--- src/rtl/mem_access.sv ---
// MEM pipeline stage: req/ack bus loads/stores with lane alignment, sign
// extension, pipeline hold while the bus is busy, and an access timeout.
module mem_access #(
    parameter int unsigned TIMEOUT_CYCLES = 255
) (
    input  logic        clk_100MHz,
    input  logic        arst_n,
    input  logic [31:0] inst_i,
    input  logic        reg_w_ena_i,
    input  logic [4:0]  reg_w_addr_i,
    input  logic [31:0] reg_w_data_i,
    input  logic        mem_r_ena_i,
    input  logic        mem_w_ena_i,
    input  logic [31:0] mem_addr_i,
    input  logic [31:0] mem_w_data_i,
    output logic        bus_req_o,
    output logic        bus_we_o,
    output logic [31:0] bus_addr_o,
    output logic [31:0] bus_wdata_o,
    output logic [3:0]  bus_wstrb_o,
    input  logic        bus_ack_i,
    input  logic [31:0] bus_rdata_i,
    output logic        hold_req_o,
    output logic        err_o,
    output logic [31:0] inst_o,
    output logic        reg_w_ena_o,
    output logic [4:0]  reg_w_addr_o,
    output logic [31:0] reg_w_data_o,
    output logic        mem_r_ena_o,
    output logic        mem_w_ena_o,
    output logic [31:0] mem_r_addr_o,
    output logic [31:0] mem_w_addr_o,
    output logic [31:0] mem_r_data_o,
    output logic [31:0] mem_w_data_o
);

    typedef enum logic [1:0] {IDLE, ACCESS, DONE} state_t;

    localparam logic [7:0] CNT_LAST = 8'(TIMEOUT_CYCLES - 1);

    state_t      state, state_nxt;
    logic [7:0]  cnt, cnt_nxt;
    logic [31:0] cap, cap_nxt;
    logic        tout, tout_nxt;

    logic [2:0]  funct3;
    logic [1:0]  lane;
    logic        mem_req;
    logic        misaligned;
    logic [7:0]  ld_byte;
    logic [15:0] ld_half;
    logic [31:0] ld_val;
    logic [3:0]  strb;

    assign funct3  = inst_i[14:12];
    assign lane    = mem_addr_i[1:0];
    assign mem_req = mem_r_ena_i | mem_w_ena_i;

    // Size decode: funct3[1:0] = 00 byte, 01 half, otherwise word.
    always_comb begin
        misaligned  = 1'b0;
        strb        = 4'b1111;
        bus_wdata_o = mem_w_data_i;
        case (funct3[1:0])
            2'b00: begin
                strb        = 4'b0001 << lane;
                bus_wdata_o = {4{mem_w_data_i[7:0]}};
            end
            2'b01: begin
                misaligned  = mem_addr_i[0];
                strb        = mem_addr_i[1] ? 4'b1100 : 4'b0011;
                bus_wdata_o = {2{mem_w_data_i[15:0]}};
            end
            default: misaligned = |mem_addr_i[1:0];
        endcase
    end

    always_comb begin
        ld_byte = bus_rdata_i[7:0];
        case (lane)
            2'd1:    ld_byte = bus_rdata_i[15:8];
            2'd2:    ld_byte = bus_rdata_i[23:16];
            2'd3:    ld_byte = bus_rdata_i[31:24];
            default: ld_byte = bus_rdata_i[7:0];
        endcase
        ld_half = mem_addr_i[1] ? bus_rdata_i[31:16] : bus_rdata_i[15:0];
        case (funct3[1:0])
            2'b00:   ld_val = {{24{ld_byte[7] & ~funct3[2]}}, ld_byte};
            2'b01:   ld_val = {{16{ld_half[15] & ~funct3[2]}}, ld_half};
            default: ld_val = bus_rdata_i;
        endcase
    end

    always_ff @(posedge clk_100MHz or negedge arst_n) begin
        if (!arst_n) begin
            state <= IDLE;
            cnt   <= '0;
            cap   <= '0;
            tout  <= 1'b0;
        end else begin
            state <= state_nxt;
            cnt   <= cnt_nxt;
            cap   <= cap_nxt;
            tout  <= tout_nxt;
        end
    end

    always_comb begin
        state_nxt    = state;
        cnt_nxt      = cnt;
        cap_nxt      = cap;
        tout_nxt     = tout;
        hold_req_o   = 1'b0;
        bus_req_o    = 1'b0;
        err_o        = 1'b0;
        reg_w_ena_o  = reg_w_ena_i;
        reg_w_data_o = reg_w_data_i;
        case (state)
            IDLE: begin
                if (mem_req) begin
                    if (misaligned) begin
                        err_o       = 1'b1;
                        reg_w_ena_o = 1'b0;
                    end else begin
                        hold_req_o = 1'b1;
                        state_nxt  = ACCESS;
                        cnt_nxt    = '0;
                        tout_nxt   = 1'b0;
                    end
                end
            end
            ACCESS: begin
                bus_req_o  = 1'b1;
                hold_req_o = 1'b1;
                if (bus_ack_i) begin
                    cap_nxt   = ld_val;
                    state_nxt = DONE;
                end else begin
                    cnt_nxt = cnt + 8'd1;
                    // cnt is compared before increment, so the abort lands on wait cycle TIMEOUT_CYCLES
                    if (cnt == CNT_LAST) begin
                        err_o     = 1'b1;
                        cap_nxt   = '0;
                        tout_nxt  = 1'b1;
                        state_nxt = DONE;
                    end
                end
            end
            DONE: begin
                state_nxt = IDLE;
                if (tout)
                    reg_w_ena_o = 1'b0;
                if (mem_r_ena_i)
                    reg_w_data_o = cap;
            end
            default: state_nxt = IDLE;
        endcase
    end

    assign bus_we_o     = (state == ACCESS) & mem_w_ena_i;
    assign bus_wstrb_o  = ((state == ACCESS) & mem_w_ena_i) ? strb : 4'b0000;
    assign bus_addr_o   = {mem_addr_i[31:2], 2'b00};

    assign inst_o       = inst_i;
    assign reg_w_addr_o = reg_w_addr_i;
    assign mem_r_ena_o  = mem_r_ena_i;
    assign mem_w_ena_o  = mem_w_ena_i;
    assign mem_r_addr_o = mem_addr_i;
    assign mem_w_addr_o = mem_addr_i;
    assign mem_w_data_o = mem_w_data_i;
    assign mem_r_data_o = cap;

endmodule

--- config.mk ---
export PLATFORM = sky130hd
export DESIGN_NAME = mem_access
export DESIGN_NICKNAME = d
export VERILOG_FILES = /design/src/rtl/mem_access.sv
export SDC_FILE = /design/constraint.sdc
export NUM_CORES = 1
export LEC_CHECK = 0
export BUFFER_PORTS_ARGS = -buffer_cell sky130_fd_sc_hd__buf_2
export CELL_PAD_IN_SITES_DETAIL_PLACEMENT = 1
export CELL_PAD_IN_SITES_GLOBAL_PLACEMENT = 1
export CORE_AREA = 2 2 170 172
export DETAILED_ROUTE_END_ITERATION = 7
export DIE_AREA = 0 0 172 174
export HOLD_SLACK_MARGIN = 0.08
export MAX_ROUTING_LAYER = met4
export PLACE_DENSITY = 0.55
export REMOVE_ABC_BUFFERS = 1
export SLEW_MARGIN = 25
export SYNTH_ARGS = -nofsm -noshare
export SYNTH_HDL_FRONTEND = slang
export SYNTH_SLANG_ARGS = --single-unit
--- constraint.sdc ---
create_clock -name clk_100MHz -period 2.3 [get_ports clk_100MHz]
set_input_delay 0.23 -clock clk_100MHz [delete_from_list [all_inputs] [get_ports clk_100MHz]]
set_output_delay 0.23 -clock clk_100MHz [all_outputs]
set_load 0.01 [all_outputs]
-- Yosys cells after proc, flatten, opt, wreduce, memory -nomap -nowiden
Cells that the tools add are included.
- output and inout port bits: 272
- ROM bits: 0
- memories: 0
- memory bits (writable): 0
- latch bits: 0
- word-level logic and storage cells: 71
- bits in registers: 43
- bits of input ports: 171
- multipliers: 0
- add/subtract/negate cells: 1
- eq/ne operators: 12
- reduce and logical (&&, ||, !) cells: 9
- shift-type cells: 1
- bitwise logic cells: 5
- mux-type cells: 39
- order comparisons: 0
- divide/modulo/power cells: 0
- operators by type and width (cell ; count):
    $mux 32 ; 4
    $pmux 32 s2 ; 2
    $mux 8 ; 3
    $pmux 8 s3 ; 1
    $mux 16 ; 1
    $pmux 8 s2 ; 1
    $mux 1 ; 14
    $pmux 1 s2 ; 5
    $add 8x1->8 const B ; 1
    $eq 8x8->1 const B ; 1
    $mux 2 ; 4
    $mux 4 ; 2
    $ne 2x2->1 const B ; 4
    $pmux 4 s2 ; 1
    $eq 2x1->1 const B ; 3
    $eq 2x2->1 const B ; 3
    $reduce_and 5->1 ; 1
    $logic_not 2->1 ; 2
    $pmux 2 s2 ; 1
    $reduce_and 4->1 ; 1
    $reduce_bool 2->1 ; 2
    $shl 1x2->4 const A ; 1
    $and 1x1->1 ; 3
    $ne 3x3->1 const B ; 1
    5 further kinds ; 5

-- Depth between registers and ports, before layout
Gate-level depths: netlist (run 1).
- depth in word-level cells: 5
- mapped depth: 7
- depth with buffers taken out: 5

-- Worst setup path before layout (run 1)
Ideal clock, no wire load.
- path kind: register to register
- start point: register cnt[0]
- end point: register cap[28], in the netlist mem_r_data_o[28]
- cell stages (with the launch flop): 7
- library setup time: 0.126 ns
- buffers on the path: 1
- slack: 0.750 ns
- clock period less this slack: 1.550 ns
- arrival: 1.424 ns
- data required time: 2.174 ns
- path through: dfrtp_1 > inv_1 > ha_1 > and4_1 > o21ai_2 > buf_6 > a221o_1
- longest elaborated chain between the ends: 3
- RTL lines (what ; RTL line ; RTL):
    start, declared ; 42 ; logic [7:0] cnt, cnt_nxt;
    start signal, assigned ; 102 ; cnt <= cnt_nxt;
    $eq 8x8->1 ; 141 ; if (cnt == CNT_LAST) begin
    $reduce_bool 2->1 (no source line) ; n/a ;
    $reduce_and 2->1 (no source line) ; n/a ;
    end signal, assigned ; 103 ; cap <= cap_nxt;
    end, declared ; 43 ; logic [31:0] cap, cap_nxt;
No other way between the ends.
A chain may end at the register's enable or synchronous reset.

-- Worst setup path in the final report (run 1)
- start point: register state[0]
- end point: output port reg_w_data_o[14]
- longest elaborated chain between the ends: 2
- RTL lines (what ; RTL line ; RTL):
    start, declared ; 41 ; state_t state, state_nxt;
    start signal, assigned ; 101 ; state <= state_nxt;
    $eq 2x2->1 ; 118 ; case (state)
    $mux 32 ; 118 ;
    end, declared ; 28 ; output logic [31:0] reg_w_data_o,
No other way between the ends.

==> summary.txt, run 1 <==
Timing
  • Setup WS post-layout: between 0.15 and 0.2 ns
  • Setup TNS: 0 ns
  • Finish-stage setup viols: 0
  • Final hold vios: 0
  • Unrepaired setup endpoints after global routing: no
  • Crit share post-route: approximately nine tenths
  • Clock period minus worst slack: between 2 and 2.5 ns
  • Worst slew pin tran: 0.831 ns
  • Max Freq: 475 MHz
  • Slew Viols, Final: 0
  • Clock skew: roughly 0.012 ns
  • Slew HR: 44.6%

Die
  • I/O pin total: 443
  • Core region area: about 28000 um2
  • Die area: between 20000 and 30000 um2
  • Initial Util: between 15 and 20%
  • Die X-Extent: between 150 and 200 um
  • Die height: about 170 um
  • Rows: 62

Critical path
  • Crit path buf inv count: 3
  • Crit path cell chain: inv_2, nand3_2, buf_12, mux2_2, buf_2
  • Worst Path Class, Setup: register to primary output
  • Top delay family on crit path: buffers and inverters
  • Largest stage delay, worst path: between 0.4 and 0.5 ns
  • Beginning of the critical path: state[0]$_DFFE_PN0P_
  • Critical path's slowest cell: dfrtp_1
  • Reg-to-reg setup timing slack: just over 0.5 ns
  • WP data required: 2.07 ns
  • Crit. End Element: primary output
  • Crit start category: register
  • Crit Path Max Fanout: 28
  • Critical path arrival: around 1.9 ns
  • RR Startpoint: state[0]$_DFFE_PN0P_

Placement
  • Final RePlAce weighted congestion: ~0.85
  • HPWL after DPL: 23.2 mm
  • Cell total after placement: ~960
  • Dpl ws: between 0.3 and 0.4 ns
  • IO Port Bufs: 252

Logic synthesis
  • Area of the mapped netlist: approximately 4500 um2
  • Area contributors post-synth: buf_4 30%, dfrtp_1 24%, mux2_2 13%
  • Share of the synthesized area in the top cell type: 29.7%
  • Mapped Cells: around 500
  • #FFs+latches synth: 43
  • Distinct cells, synth: 46
  • Top-count cell post-synth: buf_4
  • Cell taking the most area after synthesis: buf_4
  • Seq/Total Area, Yosys: between 20% and 30%
  • Synth async-reset ratio: between 90% and 100%
  • Number of enable flip-flop cells after synthesis: 0
  • Synthesis Warnings: 0
  • Commonest register cell after synthesis: dfrtp_1
  • Post-Syn Area per Cell: 8.94 um2
  • Most frequent cells after synthesis: 177 x buf_4, 51 x mux2_2, 43 x dfrtp_1

Cells and area
  • Final nets: between 700 and 800
  • Cell Count, Final, Fillers Out: 967
  • Syn-to-layout area delta: 14.1%
  • Layout cells sized above 1: 57.9%

GRT
  • Vias in the first global route: around 4000
  • GRT overflow: 0
  • Total track usage: 18.0%
  • Initial antenna violation count: 2
  • Largest net degree at the start of global routing: 34
  • Global-route wire length before repair: 35.5 mm

Route
  • Total number of vias: around 4100
  • Starting DRT DRC Count: between 300 and 400
  • WL/cell: between 20 and 30 um
  • DRT Pass-1 Iters: 4
  • DRT antenna net count: 0
  • Vias/cell: 4.26
  • DRC viols: 0
  • Final wirelength: ~27 mm

Clock tree
  • TritonCTS clock tree: yes
  • Clock sinks: 43
  • CTS Buffer Depth: 2
  • H-tree levels: 2
  • Clk_lat worst skew: 0.30 ns
  • Clock-pin slew on the worst setup and hold paths: about 0.06 ns
  • Post-CTS Resized: 0
  • Cts bufs inserted: 5
  • Root Buffer: clkbuf_16

Min path
  • Hold Crit Class: input pin to register
  • Hold Crit Start: bus_rdata_i[21]

Outcome
  • Outcome: complete, no violations

Power
  • Cell Pwr Density: approximately 740 nW/um2
  • Leak: between 2 and 2.5 nW
  • Worst vdd ir: 295 uV

Run
  • Maxcap violations: 0
## metrics by stage
stage	total power, mW	hold slack [ns]	cell area [um2]	utilization (%)
global placement	3.08	0.375	4960	17.6
detailed placement	3.11	0.381	4960	17.6
CTS	3.86	0.180	5110	18.1
floorplan	2.08	-0.0656	3040	-
global route	4.05	0.185	5110	18.1
finish	3.79	0.186	5110	18.1
## worst reg2reg max path, stage by stage, from the launching register on
cell     delay (ns)
dfrtp_1        0.42
inv_2          0.13
nor3_4         0.27
and3_1         0.69
a221o_1        0.22
## where the power goes
part / internal (mW) / leakage [nW] / switching (mW)
combinational: 0.788 / 1.88 / 0.870
clock: 0.397 / 0.0697 / 0.326
sequential: 1.06 / 0.551 / 0.348
## per-layer routing
metal  part of all wire (%)  track usage, %
met2                     41            24.9
met1                     40            21.6
met5                      0               -
met4                    1.9            3.12
met3                     17            12.3
## area by class of cell
| type | count | area, um2 |
|---|---|---|
| Multi-Input combinational cell | 245 | 1920 |
| Tap cell | 384 | 480 |
| Clock buffer | 5 | 125 |
| Clock inverter | 2 | 13.8 |
| Fill cell | 3444 | 23100 |
| Antenna cell | 1 | 2.50 |
| Timing Repair Buffer | 271 | 1430 |
| Sequential cell | 43 | 1080 |
| Inverter | 16 | 60.1 |
## cell families after synthesis
logic type / synth area share (%)
adders and majority gates: 0.558
muxes: 17.6
DFF: 24.0
other: 0.0837
and+or+nand+nor: 8.68
AOI/OAI and AO/OA: 15.5
buffers and inverters: 33.6
## placed cells by master, fill, tap and decap left out, types with 5 or more instances in the layout
cell type and n:
a32o_1 6, clkbuf_16 5, o21ai_0 20, mux2i_1 19, a221o_1 16, o21ai_1 7
nor2_1 14, nand2_1 21, inv_1 15, buf_4 16, or3_1 8, dfrtp_1 43
buf_2 252, nand2b_1 8, o2bb2ai_1 9, a22o_1 5, mux2_2 51, a21oi_1 18
## flip-flops by register name, indices dropped and copies added (netlist names)
| name | count |
|---|---|
| mem_r_data_o | 32 |
| state | 2 |
| tout | 1 |
| cnt | 8 |
## worst paths after layout
path	end	cells past startpoint
max	reg_w_data_o[14]	5
min	mem_r_data_o[21]$_DFFE_PN0P_	2
max reg2reg	mem_r_data_o[24]$_DFFE_PN0P_	4
min reg2reg	mem_r_data_o[4]$_DFFE_PN0P_	1
max in group asynchronous	mem_r_data_o[27]$_DFFE_PN0P_	3
min in group asynchronous	mem_r_data_o[7]$_DFFE_PN0P_	2
## timing repair
item                                    4_1_cts  5_1_grt
hold buffers                                  1        0
endpoints found under the setup margin        0        0
buffers inserted                              0        0
endpoints found under the hold margin        31        0
Power figures use the tool's default switching activity.
==> run 2: changes to the inputs <==
Settings changed: CORE_AREA 2 2 170 172 to 2 2 172 174, DIE_AREA 0 0 172 174 to 0 0 174 176, PLACE_DENSITY 0.55 to 0.54.
Clock period 2.3 ns to 2.11 ns, I/O delays scaled along.
==> run 2 against run 1 <==
Critical path depth did not move. Sequential power rose by 9.9%. Sequential share of layout area shrank 0.051 points. Wire length down 14%. Clock power is 21% higher. Combinational power up 7%. Worst hold slack worse by 0.018 ns. Cell area up 0.24%. Register-to-register slack got worse by 0.24 ns. Flip-flop and latch count unchanged. First-iteration DRC count fell by 48%. Critical endpoint is now reg_w_data_o[0].
==> summary.txt, run 2 (same netlist as run 1, synthesis figures left out) <==
Cells and area
  • Final nets: 755 (unchanged)
  • Final Util: 18.0% (-0.15 points)
  • Number of flip-flops in the largest register: 32 (unchanged)
  • Commonest non-fill, non-tap cell in the layout: buf_2
  • Commonest non-fill, non-tap cells in the layout: 252 x buf_2, 51 x mux2_2, 43 x dfrtp_1
  • Syn-to-layout area delta: 14.4%
  • Cell Count, Final, Fillers Out: 970 (+0.31%)
  • Layout filler cell count: 3476 (+0.93%)
  • Layout cells sized above 1: 58.1% (+0.24 points)

GRT
  • Initial antenna violation count: 3 (+1)
  • GRT overflow: 0 (unchanged)
  • GR peak layer: met2
  • Vias in the first global route: 4228 (+6.1%)
  • Total track usage: 15.0% (-3.0 points)
  • Met3 usage: 9.04% (-3.3 points)
  • GR Util met2: 20.9% (-4.0 points)
  • Largest net degree at the start of global routing: 26 (-24%)
  • Global-route wire length before repair: 32.0 mm (-10%)
  • Grt met1 use: 18.4% (-3.1 points)

Die
  • Die area: 30600 um2 (+2.3%)
  • Rows: 62 (unchanged)
  • Die X-Extent: 174 um (+1.2%)
  • Die height: 176 um (+1.1%)
  • Core region area: 28500 um2 (+1.1%)
  • Initial Util: 15.7% (-0.17 points)
  • I/O pin total: 443 (unchanged)

Power
  • Total Power: 4.21 mW (+11%)
  • Worst vdd ir: 281 uV (-4.9%)
  • Leak: 2.49 nW (-0.18%)
  • Cell Pwr Density: 821 nW/um2 (+11%)

Clock tree
  • Cts bufs inserted: 5 (unchanged)
  • H-tree levels: 2 (unchanged)
  • Clock-pin slew on the worst setup and hold paths: 0.07 ns (about the same)
  • TritonCTS clock tree: yes
  • CTS Buffer Depth: 2 (unchanged)
  • Clock sinks: 43 (unchanged)
  • Root Buffer: clkbuf_16
  • Postcts setup bufs: 0 (unchanged)
  • Clk_lat worst skew: 0.29 ns (about the same)

Critical path
  • Crit start category: register
  • RR Startpoint: cnt[0]$_DFFE_PN0P_
  • R2R Path End: mem_r_data_o[23]$_DFFE_PN0P_
  • Critical path arrival: 1.81 ns (-0.06 ns)
  • Reg-to-reg setup timing slack: 0.27 ns (-0.24 ns)
  • Worst reg-to-reg path cell count: 6 (+2)
  • Crit. End Element: primary output
  • Worst Path Class, Setup: register to primary output
  • WP data required: 1.90 ns (-0.17 ns)
  • Crit Path Max Fanout: 25 (-11%)

Timing
  • Setup WS post-layout: 0.0857 ns (-0.111 ns)
  • Slew HR: 47.1% (+2.5 points)
  • Crit share post-route: 95.9%
  • Finish-stage setup viols: 0 (unchanged)
  • Clock period minus worst slack: between 2 and 2.5 ns
  • Clock skew: 0.00608 ns (-0.00561 ns)
  • Worst slew pin tran: 0.794 ns (-0.0376 ns)
  • Min Hold Slack: 0.167 ns (-0.0184 ns)
  • Max Freq: about 500 MHz
  • Final hold vios: 0 (unchanged)
  • Slew Viols, Final: 0 (unchanged)
  • Unrepaired setup endpoints after global routing: yes

Route
  • Final wirelength: 23.4 mm (-14%)
  • DRT Pass-1 Iters: 4 (unchanged)
  • Vias/cell: 4.26 (about the same)
  • DRT antenna net count: 0 (unchanged)
  • Starting DRT DRC Count: 165 (-48%)
  • WL/cell: 24.1 um (-15%)
  • DRC viols: 0 (unchanged)
  • Total number of vias: 4128 (+0.32%)

Run
  • Maxcap violations: 0 (unchanged)

Placement
  • Final RePlAce weighted congestion: 0.769 (-9.2%)
  • Dpl ws: 0.174 ns (-0.224 ns)
  • HPWL after DPL: 19.6 mm (-16%)
  • IO Port Bufs: 252 (unchanged)
  • Cell total after placement: 958 (unchanged)

Min path
  • Hold Crit Class: input pin to register
  • Hold Crit Start: bus_rdata_i[18]
  • Hold endpoint: mem_r_data_o[18]$_DFFE_PN0P_
  • Hold path depth: 2 (unchanged)

Outcome
  • Outcome: complete, no violations
run 2: changes by cell type in the layout (fill, tap and decap cells not counted):
cell and delta:
clkbuf_8 +2, clkinv_2 -1, o21ai_1 +1, nor2_4 +1
nor2_1 -1, buf_6 +1, clkinvlp_4 +1, diode_2 +2
o21ai_0 -1, buf_12 -2, clkinv_4 -1, buf_4 +1
run 2: cell type report:
type | count | area (um2) | area share [%]
Multi-Input combinational cell | 245 | 1930 | 37.7
Timing Repair Buffer | 271 | 1410 | 27.5
Sequential cell | 43 | 1080 | 21.0
Tap cell | 384 | 480 | 9.37
Clock buffer | 7 | 153 | 2.98
Inverter | 16 | 60.1 | 1.17
Clock inverter | 1 | 7.51 | 0.146
Antenna cell | 3 | 7.51 | 0.146
run 2: routing by layer:
| metal | vias to the layer above | wire, um |
|---|---|---|
| li1 | 1744 | - |
| met1 | 1993 | 10000 |
| met2 | 371 | 9590 |
| met3 | 20 | 3460 |
| met4 | 0 | 295 |
| met5 | - | 0 |
run 2: worst max-delay path, cell delays in order, from the launching register on:
cell	delay, ns
dfrtp_1	0.45
inv_2	0.16
nand3_2	0.11
buf_6	0.26
mux2_2	0.39
buf_2	0.15
run 2: worst max path at each step:
stage,slack (ns),cells past startpoint,end,from
2_1_floorplan,-0.10,2,reg_w_data_o[0],state[1]$_DFFE_PN0P_
3_3_place_gp,0.15,5,mem_r_data_o[19]$_DFFE_PN0P_,state[0]$_DFFE_PN0P_
3_5_place_dp,0.17,6,hold_req_o,inst_i[12]
4_1_cts,0.0001,5,reg_w_data_o[0],state[0]$_DFFE_PN0P_
5_1_grt,-0.0002,5,reg_w_data_o[0],state[0]$_DFFE_PN0P_
6_report,0.09,5,reg_w_data_o[0],state[0]$_DFFE_PN0P_
run 2: repair_timing:
| action | in CTS | in global routing |
|---|---|---|
| hold buffers | 1 | 0 |
| endpoints found under the setup margin | 1 | 26 |
| hold endpoints to repair | 21 | 0 |
| resized for setup | 1 | 3 |
run 2: power by group:
part	total (mW)	switching (mW)	leakage [nW]	internal, mW
Clock	0.877	0.372	0.0762	0.506
Sequential	1.55	0.399	0.551	1.15
Combinational	1.78	0.933	1.87	0.847
Total	4.21	1.70	2.49	2.50
run 2: stage by stage:
stage          setup TNS (ns)  area (um2)
6_report                    0        5130
5_1_grt             -0.000176        5130
4_1_cts                     0        5110
3_5_place_dp                0        4940
3_3_place_gp                0        4940
2_1_floorplan           -3.35        3040
